[config.mk]
export PLATFORM = sky130hd
export DESIGN_NAME = hwpe_ctrl_uloop_buffer
export DESIGN_NICKNAME = d
export VERILOG_FILES = /design/src/rtl/hwpe_ctrl_package.sv /design/src/rtl/hwpe_ctrl_uloop_buffer_if.sv /design/src/rtl/hwpe_ctrl_uloop_buf_fifo.sv /design/src/rtl/hwpe_ctrl_uloop_buffer.sv
export SDC_FILE = /design/constraint.sdc
export NUM_CORES = 1
export LEC_CHECK = 0
export CAP_MARGIN = 20
export CORE_MARGIN = 8
export CORE_UTILIZATION = 35
export CTS_BUF_LIST = sky130_fd_sc_hd__clkbuf_8 sky130_fd_sc_hd__clkbuf_16
export CTS_CLUSTER_SIZE = 30
export DETAILED_ROUTE_END_ITERATION = 16
export DONT_BUFFER_PORTS = 1
export PLACE_DENSITY = 0.6
export SLEW_MARGIN = 20
export SYNTH_ARGS = -nofsm -noshare
export SYNTH_HDL_FRONTEND = slang
export SYNTH_SLANG_ARGS = --single-unit
export TNS_END_PERCENT = 30
[constraint.sdc]
create_clock -name clk_i -period 18.62 [get_ports clk_i]
set_clock_uncertainty 0.1 [all_clocks]
set_input_delay 0.931 -clock clk_i [delete_from_list [all_inputs] [get_ports clk_i]]
set_output_delay 0.931 -clock clk_i [all_outputs]
set_load 0.05 [all_outputs]
[src/rtl/hwpe_ctrl_package.sv]
// rtl/hwpe_ctrl_package.sv - shared uloop types, buffer entry and FSM state encoding
package hwpe_ctrl_package;

    localparam int unsigned ULOOP_MAX_NB_REG    = 4;
    localparam int unsigned ULOOP_MAX_NB_LOOPS  = 6;
    localparam int unsigned ULOOP_MAX_CNT_WIDTH = 16;
    localparam int unsigned ULOOP_LOOP_W        = $clog2(ULOOP_MAX_NB_LOOPS);
    localparam int unsigned ULOOP_BUF_DEPTH     = 4;

    typedef struct packed {
        logic                                                   valid;
        logic                                                   done;
        logic [ULOOP_MAX_NB_REG-1:0][31:0]                      offs;
        logic [ULOOP_MAX_NB_LOOPS-1:0][ULOOP_MAX_CNT_WIDTH-1:0] idx;
        logic [ULOOP_LOOP_W-1:0]                                loop;
    } flags_uloop_t;

    typedef struct packed {
        logic enable;
        logic ready;
        logic clear;
    } ctrl_uloop_t;

    typedef struct packed {
        logic [ULOOP_MAX_NB_REG-1:0][31:0]                      offs;
        logic [ULOOP_MAX_NB_LOOPS-1:0][ULOOP_MAX_CNT_WIDTH-1:0] idx;
        logic [ULOOP_LOOP_W-1:0]                                loop;
        logic                                                   last;
    } uloop_buf_entry_t;

    typedef enum logic [1:0] {
        IDLE  = 2'd0,
        RUN   = 2'd1,
        DRAIN = 2'd2,
        DONE  = 2'd3
    } uloop_buf_state_e;

    // The done flag of the uloop becomes the entry's last marker.
    function automatic uloop_buf_entry_t uloop_buf_capture(input flags_uloop_t flags);
        uloop_buf_entry_t entry;
        entry.offs = flags.offs;
        entry.idx  = flags.idx;
        entry.loop = flags.loop;
        entry.last = flags.done;
        return entry;
    endfunction

endpackage

[src/rtl/hwpe_ctrl_uloop_buffer_if.sv]
// rtl/hwpe_ctrl_uloop_buffer_if.sv - valid/ready stream of uloop buffer entries
interface hwpe_ctrl_uloop_buffer_if;
    import hwpe_ctrl_package::*;

    logic             valid;
    logic             ready;
    uloop_buf_entry_t data;

    modport master (
        output valid,
        output data,
        input  ready
    );

    modport slave (
        input  valid,
        input  data,
        output ready
    );

endinterface

[src/rtl/hwpe_ctrl_uloop_buf_fifo.sv]
// rtl/hwpe_ctrl_uloop_buf_fifo.sv - registered entry storage with wrapping pointers and occupancy count
module hwpe_ctrl_uloop_buf_fifo
    import hwpe_ctrl_package::*;
#(
    parameter int unsigned DEPTH = ULOOP_BUF_DEPTH
) (
    input  logic                           clk_i,
    input  logic                           rst_i,
    input  logic                           clear_i,
    hwpe_ctrl_uloop_buffer_if.slave        push_s,
    hwpe_ctrl_uloop_buffer_if.master       pop_m,
    output logic [$clog2(DEPTH+1)-1:0]     count_o,
    output logic                           full_o,
    output logic                           empty_o
);

    localparam int unsigned PTR_W = $clog2(DEPTH);
    localparam int unsigned CNT_W = $clog2(DEPTH+1);

    uloop_buf_entry_t   mem_q [DEPTH];
    logic [PTR_W-1:0]   wptr_q, wptr_d;
    logic [PTR_W-1:0]   rptr_q, rptr_d;
    logic [CNT_W-1:0]   count_q, count_d;
    logic               push;
    logic               pop;

    assign full_o  = (count_q == CNT_W'(DEPTH));
    assign empty_o = (count_q == '0);
    assign count_o = count_q;

    assign push_s.ready = ~full_o;
    assign pop_m.valid  = ~empty_o;
    assign pop_m.data   = mem_q[rptr_q];

    // Clear wins over any transfer in the same cycle.
    assign push = push_s.valid & ~full_o & ~clear_i;
    assign pop  = pop_m.valid & pop_m.ready & ~clear_i;

    always_comb begin
        wptr_d  = wptr_q;
        rptr_d  = rptr_q;
        count_d = count_q;
        if (clear_i) begin
            wptr_d  = '0;
            rptr_d  = '0;
            count_d = '0;
        end else begin
            // DEPTH is a power of two, so pointer overflow is the modulo wrap.
            if (push) begin
                wptr_d = wptr_q + PTR_W'(1);
            end
            if (pop) begin
                rptr_d = rptr_q + PTR_W'(1);
            end
            unique case ({push, pop})
                2'b10:   count_d = count_q + CNT_W'(1);
                2'b01:   count_d = count_q - CNT_W'(1);
                default: count_d = count_q;
            endcase
        end
    end

    always_ff @(posedge clk_i) begin
        if (rst_i) begin
            wptr_q  <= '0;
            rptr_q  <= '0;
            count_q <= '0;
        end else begin
            wptr_q  <= wptr_d;
            rptr_q  <= rptr_d;
            count_q <= count_d;
        end
    end

    always_ff @(posedge clk_i) begin
        if (push) begin
            mem_q[wptr_q] <= push_s.data;
        end
    end

endmodule

[src/rtl/hwpe_ctrl_uloop_buffer.sv]
// rtl/hwpe_ctrl_uloop_buffer.sv - decouples uloop iteration output from its consumer; run/drain/done control
module hwpe_ctrl_uloop_buffer
    import hwpe_ctrl_package::*;
#(
    parameter int unsigned DEPTH  = ULOOP_BUF_DEPTH,
    parameter int unsigned NB_REG = ULOOP_MAX_NB_REG
) (
    input  logic                                                    clk_i,
    input  logic                                                    rst_i,
    input  logic                                                    clear_i,
    input  logic                                                    en_i,
    input  flags_uloop_t                                            flags_uloop_i,
    output ctrl_uloop_t                                             ctrl_uloop_o,
    output logic                                                    out_valid_o,
    input  logic                                                    out_ready_i,
    output logic [NB_REG-1:0][31:0]                                 out_offs_o,
    output logic [ULOOP_MAX_NB_LOOPS-1:0][ULOOP_MAX_CNT_WIDTH-1:0]  out_idx_o,
    output logic [$clog2(ULOOP_MAX_NB_LOOPS)-1:0]                   out_loop_o,
    output logic                                                    out_last_o,
    output logic [$clog2(DEPTH+1)-1:0]                              count_o,
    output logic                                                    done_o
);

    uloop_buf_state_e state_q, state_d;
    logic             fifo_full;
    logic             fifo_empty;
    logic             run_enable;
    logic             run_ready;
    logic             done_pulse;
    logic             last_pop;

    hwpe_ctrl_uloop_buffer_if push_if ();
    hwpe_ctrl_uloop_buffer_if pop_if ();

    // Only RUN offers ready to the uloop, so pushes are confined to RUN.
    assign push_if.valid = flags_uloop_i.valid & (state_q == RUN);
    assign push_if.data  = uloop_buf_capture(flags_uloop_i);
    assign pop_if.ready  = out_ready_i;

    hwpe_ctrl_uloop_buf_fifo #(
        .DEPTH (DEPTH)
    ) i_fifo (
        .clk_i   (clk_i),
        .rst_i   (rst_i),
        .clear_i (clear_i),
        .push_s  (push_if),
        .pop_m   (pop_if),
        .count_o (count_o),
        .full_o  (fifo_full),
        .empty_o (fifo_empty)
    );

    assign last_pop = pop_if.valid & out_ready_i & pop_if.data.last;

    always_comb begin
        state_d    = state_q;
        run_enable = 1'b0;
        run_ready  = 1'b0;
        done_pulse = 1'b0;
        unique case (state_q)
            IDLE: begin
                if (en_i) begin
                    state_d = RUN;
                end
            end
            RUN: begin
                run_enable = 1'b1;
                run_ready  = ~fifo_full;
                if (flags_uloop_i.valid & ~fifo_full & flags_uloop_i.done) begin
                    state_d = DRAIN;
                end
            end
            DRAIN: begin
                if (last_pop) begin
                    state_d = DONE;
                end
            end
            DONE: begin
                done_pulse = 1'b1;
                state_d    = IDLE;
            end
            default: state_d = IDLE;
        endcase
        if (clear_i) begin
            state_d = IDLE;
        end
    end

    always_ff @(posedge clk_i) begin
        if (rst_i) begin
            state_q <= IDLE;
        end else begin
            state_q <= state_d;
        end
    end

    // Reset forces handshakes low even in the cycle it is first seen.
    always_comb begin
        ctrl_uloop_o        = '0;
        ctrl_uloop_o.enable = run_enable & ~rst_i;
        ctrl_uloop_o.ready  = run_ready & ~rst_i;
        ctrl_uloop_o.clear  = clear_i;
    end

    assign done_o      = done_pulse & ~clear_i & ~rst_i;
    assign out_valid_o = ~fifo_empty & ~rst_i;
    assign out_last_o  = out_valid_o & pop_if.data.last;
    assign out_offs_o  = pop_if.data.offs[NB_REG-1:0];
    assign out_idx_o   = pop_if.data.idx;
    assign out_loop_o  = pop_if.data.loop;

endmodule

; ---- Word level (Yosys, flattened, before mapping)
; Memory sizes are Yosys's and may differ from the RTL's. A register that Yosys moved wholly into a read port is not among the register bits.
; Index checks and enable logic that the tools add are counted.
[classes]
addsub = 4
n_eq_ne = 9
muxes = 12
n_bitwise = 18
n_reduce_logical = 5
[ops]
columns = op, count
row1 = $and A1 B1 Y1, 14
row2 = $mux W2, 5
row3 = $pmux W2 S4, 1
row4 = $eq A2 B2 Y1 const B, 3
row5 = $pmux W3 S2, 1
row6 = $mux W1, 5
row7 = $add A2 B1 Y2 const B, 2
row8 = $eq A2 B1 Y1 const B, 2
row9 = $ne A2 B2 Y1 const B, 2
row10 = $not A1 Y1, 4
row11 = $add A3 B1 Y3 const B, 1
row12 = $eq A3 B3 Y1 const B, 1
row13 = $logic_not A3 Y1, 1
row14 = $reduce_and A3 Y1, 1
row15 = $sub A3 B1 Y3 const B, 1
row16 = $logic_not A2 Y1, 1
row17 = $ne A2 B1 Y1 const B, 1
row18 = $reduce_bool A2 Y1, 1
row19 = $reduce_or A2 Y1, 1
[totals]
ff_bits = 9
mem_bits_rw = 912
inputBits = 234
output_inout_bits = 236
wordCells = 53
mem_count = 1
[memory_table]
columns = memory, words, word_bits, rd, rd_ports_with_merged_regs, wr, line
row1 = i_fifo.mem_q, 4, 228, 1, 1, 1, hwpe_ctrl_uloop_buf_fifo.sv:20  ; uloop_buf_entry_t mem_q [DEPTH];

; ---- Depth between registers and ports, before layout
; Gate-level depths: netlist of the first run.
[logic_depth]
ltp_word = 6
depth_mapped = 11
depth_no_buf = 11

; ---- Modules after synthesis
; From an unflattened synthesis of the first run, not the netlist that was laid out.
[hier_totals]
cells_unflattened = 1276
hier_area_um2 = 33908.8
[by_module_without_submodules]
columns = module, instances, cells_per_inst, area_each_um2, seq_area_each_um2
row1 = hwpe_ctrl_uloop_buf_fifo, 1, 1250, 33663.5, 27566.4
row2 = hwpe_ctrl_uloop_buffer, 1, 26, 245.2, 40.0

; ---- Least setup slack after synthesis of the first run
; Ideal clock, no wire load.
[synth_path]
kind = input -> register
startpoint = in flags_uloop_i[228] in the netlist's numbering
endpoint = mem i_fifo.mem_q[0][0] in the netlist's numbering, enable pin
setup_ps = 617
arrival_ps = 6587
required_time_ps = 17903
setup_slack_ps = 11316
path_stages = 3
n_path_buf = 0
cell_sequence = and3_1 -> nor2b_1 -> and2_1
[synth_via]
elab_chain_cells = 5
[synth_lines]
columns = item, line
row1 = start: declaration, hwpe_ctrl_uloop_buffer.sv:12  ; input flags_uloop_t flags_uloop_i,
row2 = $and A1 B1 Y1, hwpe_ctrl_uloop_buffer.sv:36  ; assign push_if.valid = flags_uloop_i.valid & (state_q == RUN);
row3 = $and A1 B1 Y1 (2 in series), hwpe_ctrl_uloop_buf_fifo.sv:36  ; assign push = push_s.valid & ~full_o & ~clear_i;
row4 = $mux W1, hwpe_ctrl_uloop_buf_fifo.sv:76  ; if (push) begin
row5 = $mux W1 (implied by the code), hwpe_ctrl_uloop_buf_fifo.sv:77  ; mem_q[wptr_q] <= push_s.data;
row6 = end: declaration, hwpe_ctrl_uloop_buf_fifo.sv:20
; Every way passes these cells.

==> flow_summary.yaml, run 1 <==
yosys:
  synth_nets: 1511
  postSynthCellCount: 1267
  synth_common_cells: "912 x edfxtp_1, 228 x mux4_2, 21 x buf_4"
  netlist.area_leader.share_pct: 81.7
  netlist_area_mm2: 0.0335
  synth_area_leaders: "edfxtp_1 82%, mux4_2 15%, dfxtp_1 0.66%, buf_4 0.47%, ha_1 0.34%"
  ys_ff_latch: 923
  synth_edf_count: 912
  ys_types: 29
  yosys.area.top_type: "edfxtp_1"
  syn_area_per_cell_um2: 26.4
  async_reset_ff_share_pct: 0
  ys_warn_count: 0
  synth_flop_cell: "edfxtp_1"
  synth_most_common_cell: "edfxtp_1"
  ys_seq_area_share_pct: 82.4
route:
  wl_per_cell_um: 26.1
  ant_nets: 0
  drtPass1Iterations: 5
  vias_per_cell: 5.03
  wl_um: 69800
  vias: 13500
  drtIter0Drc: 1176
  drc: 0
global_routing:
  antenna_found_initial: 0
  grt_first_pass_wirelength_um: 102000
  track_usage_pct: 12.9
  grt_start_max_net_pins: 116
  grt_overflow: 0
  grt_pass1_vias: 14300
place:
  gp_congestion: 0.824
  hpwl_um: 44500
  port_buffers: 0
critical_path:
  cp-start-kind: "flop"
  worst_r2r_path_depth: 6
  regToRegSetupSlack_ns: 14.23
  cp.arrival_ns: 4.64
  worstReg2RegStart: "i_fifo.count_o[0]"
  reg2reg_to: "i_fifo.mem_q[3][26]"
  critPathKind: "reg -> out"
  critPathCaptureType: "primary output"
  critPathRequiredTime_ns: 17.59
  cp_max_fo: 47
clocking:
  insertion_delay_ns: 0.64
  post_cts_buffers: 0
  cts_root_buf: "clkbuf_16"
  tritoncts: "built"
  cts_buffer_depth: 3
  h-tree-depth: 3
  hold_buffers: 0
  cts_buffers: 94
  clock_sinks: 923
  clk_pin_slew_ns: 0.06
  ctsResizeCount: 0
final_layout:
  area_delta_synth_final_pct: 13.7
  final_util_pct: 40.2
  nNetsFinal: 1578
  drive_gt1_share_pct: 28.6
  seq_area_mm2: 0.0276
  nFillCells: 8146
  multiInputGateArea_mm2: 0.00555
  n_antenna_cell: 0
worst_hold_path:
  worstHoldStart: "flags_uloop_i[129]"
  hp-class: "in -> reg"
  hold_depth: 0
  hold_path_end: "i_fifo.mem_q[1][130]"
die:
  die_h_um: 325
  ios: 470
  initial_utilization_pct: 35.3
  dieWidth_um: 325
  rows: 113
  coreArea_mm2: 0.0949
  die_area_mm2: 0.106
power_and_ir_drop:
  switching_share_pct: 19.3
  internal-power_mw: 3.39
  power.switching_mw: 0.809
  vdd_drop_max_v: 0.0000734
  seqPwrFrac_pct: 54.6
  comb_power_share_pct: 1.2
  leakage_nw: 11.3
  pwr-share-clk_pct: 44.2
  cellPowerDensity_mw_per_mm2: 110
sta:
  finalCritPeriodShare_pct: 30.5
  worstMarginPinSlew_ns: 1.15
  clock.fmax_mhz: 176
  fin_tns_setup_ns: 0
  slew_violations: 0
  maxSlewHeadroom_pct: 23.2
  finalSetupViolations: 0
  period_needed_ns: 5.67
  rsz0062_at_grt: "no"
  hold_violations: 0
outcome:
  status: "completed"
job:
  drv_cap: 0
-- critical path, cell delays in order (launching register included) --
cell     delay, ns
dfxtp_4       0.76
buf_4         0.76
buf_4         0.71
buf_4         0.78
mux4_2        0.79
-- worst max-delay path by stage --
stage / end / slack [ns] / cells after the start
4_1_cts: out_offs_o[0] / 12.66 / 4
5_1_grt: out_offs_o[0] / 12.38 / 4
2_1_floorplan: i_fifo.mem_q[0][0] / 11.32 / 3
3_3_place_gp: out_offs_o[0] / 13.42 / 4
3_5_place_dp: out_offs_o[0] / 13.41 / 4
6_report: out_offs_o[0] / 12.95 / 4
-- stage by stage --
| step | power, mW | instance area [µm²] | cells | worst slack (ns) | hold WS [ns] |
|---|---|---|---|---|---|
| 2_1_floorplan | 2.39 | 33500 | 1267 | 11.32 | 0.368 |
| 3_3_place_gp | 2.39 | 35000 | 2503 | 13.42 | 0.393 |
| 3_5_place_dp | 2.39 | 35000 | 2503 | 13.41 | 0.409 |
| 4_1_cts | 4.26 | 38100 | 2676 | 12.66 | 0.187 |
| 5_1_grt | 4.33 | 38100 | 2676 | 12.38 | 0.202 |
| 6_report | 4.20 | 38100 | 2676 | 12.95 | 0.272 |
-- layout by cell type, fill, tap and decap left out --
cell type	n
ha_1	9
or3b_1	1
o31a_1	2
clkinv_8	2
buf_4	22
inv_8	2
clkbuf_16	95
bufinv_16	10
a31oi_1	1
buf_12	1
a221oi_2	1
clkinv_1	12
nor2_1	11
or3_1	1
and3_1	1
o21ai_0	1
mux4_2	228
nand2_1	4
nor3_1	1
inv_6	5
dfxtp_1	9
clkinv_2	17
o21a_1	1
fa_1	1
clkinv_4	2
and2_1	3
xnor2_1	2
and2_4	4
or2_2	1
xor2_1	3
edfxtp_1	912
mux2i_1	2
a21oi_1	2
inv_16	2
clkbuf_8	4
inv_1	26
dfxtp_4	2
nor2b_1	2
clkinvlp_4	6
-- flip-flops by register name, summed over array words and instances, names as in the netlist, named ones only --
signal / flops
i_fifo.rptr_q: 2
i_fifo.wptr_q: 2
state_q: 2
i_fifo.count_o: 3
i_fifo.mem_q: 912
-- metal layers --
layer | part of all wire [%] | track usage (%) | up-vias | wire length [µm]
met2 | 50 | 21.3 | 570 | 34900
met4 | 2.0 | 3.80 | 0 | 1410
met5 | 0 | 0 | - | 0
li1 | - | - | 5613 | -
met3 | 12 | 6.15 | 87 | 8120
met1 | 36 | 15.0 | 7201 | 25400
-- kinds of logic (layout without fill, tap and decap cells) --
group	after synthesis	after routing	synth area share, %
AO/OA/AOI/OAI	8	8	0.183
XOR/XNOR	5	5	0.131
multiplexers	230	230	15.4
AND/OR/NAND/NOR	29	29	0.433
buffers and inverters	62	206	1.07
adder cells (fa/ha/maj)	10	10	0.396
flip-flops	923	923	82.4
-- cell type report --
type                    count  share of cell area (%)
repair buffers             23                   0.486
well taps                1265                    4.16
multi-input cells         282                    14.6
inverters                  10                  0.0985
flip-flops and latches    923                    72.5
clock inverters            74                    1.82
clock buffers              99                    6.39
-- power groups by stage --
stage | sequential (mW) | combinational (mW) | clock (mW)
2_1_floorplan | 2.34 | 0.0448 | 0
3_3_place_gp | 2.34 | 0.0519 | 0
3_5_place_dp | 2.34 | 0.0524 | 0
4_1_cts | 2.30 | 0.0525 | 1.91
5_1_grt | 2.29 | 0.0533 | 1.99
6_report | 2.30 | 0.0513 | 1.86
No activity file was read; power rests on OpenSTA's default activity.
==> inputs of run 2 (changes only) <==
==> constraint.sdc (replaced) <==
create_clock -name clk_i -period 5.5 [get_ports clk_i]
set_clock_uncertainty 0.1 [all_clocks]
set_input_delay 0.275 -clock clk_i [delete_from_list [all_inputs] [get_ports clk_i]]
set_output_delay 0.275 -clock clk_i [all_outputs]
set_load 0.05 [all_outputs]
==> run 2 against run 1 <==
  * Die area is the same
  * Via count up 6.3%
  * Worst hold slack got worse by 0.21 ns
  * Utilization rose by 2.6 points
  * Sequential power rose to 3.4 times the previous value
  * Final area grew 6.6%
  * Wire length rose by 2.2%
  * Combinational power grew to 7.7 times the previous value
  * Worst setup slack lost 11 ns
  * Final cell count increased by 9.3%
  * Critical path type is now reg -> reg
  * Critical endpoint is now i_fifo.mem_q[3][109]
  * Largest cell class unchanged
==> flow_summary.yaml, run 2 (synthesis results as in run 1) <==
sta:
  worst_slack_ns: 1.99
  holdWs_ns: 0.0661
  finalCritPeriodShare_pct: 63.7
  finalSetupViolations: 0
  worstMarginPinSlew_ns: 1.03
  hold_violations: 0
  clock.fmax_mhz: 285
  period_needed_ns: 3.51
  slew_violations: 0
  rsz0062_at_grt: "no"
  maxSlewHeadroom_pct: 31.4
  fin_tns_setup_ns: 0
route:
  drtIter0Drc: 1148
  wl_per_cell_um: 24.4
  drc: 0
  drtPass1Iterations: 5
  ant_nets: 0
  vias_per_cell: 4.90
  vias: 14300
  wl_um: 71400
critical_path:
  critPathKind: "reg -> reg"
  critPathCaptureType: "flop"
  max_stage_delay_ns: 0.87
  cp.arrival_ns: 3.69
  worstReg2RegStart: "i_fifo.count_o[0]"
  critPathRequiredTime_ns: 5.69
  slowest_stage: "and2_4"
  crit_start: "i_fifo.count_o[0]"
  cp_cell_sequence: "or3b_1 -> and3_1 -> nor2b_1 -> and2_4 -> buf_4"
  cp_max_fo: 52
  regToRegSetupSlack_ns: 1.99
  cp-start-kind: "flop"
power_and_ir_drop:
  cellPowerDensity_mw_per_mm2: 354
  power_mw: 14.4
  leakage_nw: 12.3
  vdd_drop_max_v: 0.000290
job:
  drv_cap: 0
clocking:
  cts_root_buf: "clkbuf_16"
  insertion_delay_ns: 0.67
  post_cts_buffers: 0
  clk_pin_slew_ns: 0.06
  cts_buffers: 95
  cts_buffer_depth: 3
  tritoncts: "built"
  h-tree-depth: 3
  clock_sinks: 923
die:
  die_area_mm2: 0.106
  die_h_um: 325
  initial_utilization_pct: 35.3
  ios: 470
  rows: 113
  coreArea_mm2: 0.0949
  dieWidth_um: 325
place:
  hpwl_um: 44000
  dp.cells: 2505
  post_dp_cell_area_mm2: 0.0352
  gp_congestion: 0.740
  pre_cts_slack_ns: 1.94
  port_buffers: 0
worst_hold_path:
  worstHoldStart: "clear_i"
  hp-class: "in -> reg"
global_routing:
  grt_start_max_net_pins: 94
  grt_first_pass_wirelength_um: 105000
  track_usage_pct: 13.1
  grt_overflow: 0
  antenna_found_initial: 11
  grt_pass1_vias: 15500
final_layout:
  largest_register_ffs: 912
  nFillCells: 7982
  layout_common_cells: "912 x edfxtp_1, 238 x dlygate4sd3_1, 228 x mux4_2"
  final_area_mm2: 0.0406
  nNetsFinal: 1819
  fin_cells: 2925
  regMostFlops: "i_fifo.mem_q"
  final_common_cell: "edfxtp_1"
  final_util_pct: 42.8
  area_delta_synth_final_pct: 21.2
  drive_gt1_share_pct: 23.8
outcome:
  status: "completed"
==> run 2: cell type report <==
| type | count | area [µm²] | share of cell area, % |
|---|---|---|---|
| well taps | 1265 | 1580 | 3.90 |
| multi-input cells | 282 | 5550 | 13.7 |
| repair buffers | 263 | 2760 | 6.79 |
| clock buffers | 96 | 2400 | 5.92 |
| inverters | 10 | 37.5 | 0.0925 |
| diodes | 9 | 22.5 | 0.0555 |
| clock inverters | 77 | 634 | 1.56 |
| flip-flops and latches | 923 | 27600 | 68.0 |
==> run 2: final timing paths <==
kind                                to  cells after the start
setup / recovery  i_fifo.mem_q[3][109]                      5
setup reg to reg  i_fifo.mem_q[3][109]                      5
hold reg to reg       i_fifo.rptr_q[1]                      2
hold / removal       i_fifo.count_o[1]                      5
==> run 2: where the power goes <==
group	internal [mW]	total, mW	switching (mW)
Clock	3.60	6.20	2.60
Combinational	0.151	0.394	0.242
Sequential	7.76	7.77	0.00801
Total	11.5	14.4	2.85
==> run 2: worst max-delay path, delay by kind of cell, from the launching register on <==
| kind | cells | cell delay, ns |
|---|---|---|
| AND/OR/NAND/NOR | 4 | 1.71 |
| flip-flops | 1 | 0.75 |
| buffers and inverters | 1 | 0.54 |
==> run 2: per-layer routing <==
layer | share of wire [%] | routed length, µm | track usage, % | vias to the layer above
li1 | - | - | - | 6126
met4 | 2.0 | 1450 | 3.86 | 4
met3 | 8.4 | 5990 | 4.67 | 91
met2 | 50 | 35700 | 21.9 | 494
met5 | 0.036 | 26 | 0 | -
met1 | 40 | 28200 | 16.1 | 7606
==> run 2: repair_timing <==
action / CTS / global route
resized for setup: 0 / 0
hold buffers: 238 / 0
endpoints found under the hold margin: 923 / 0
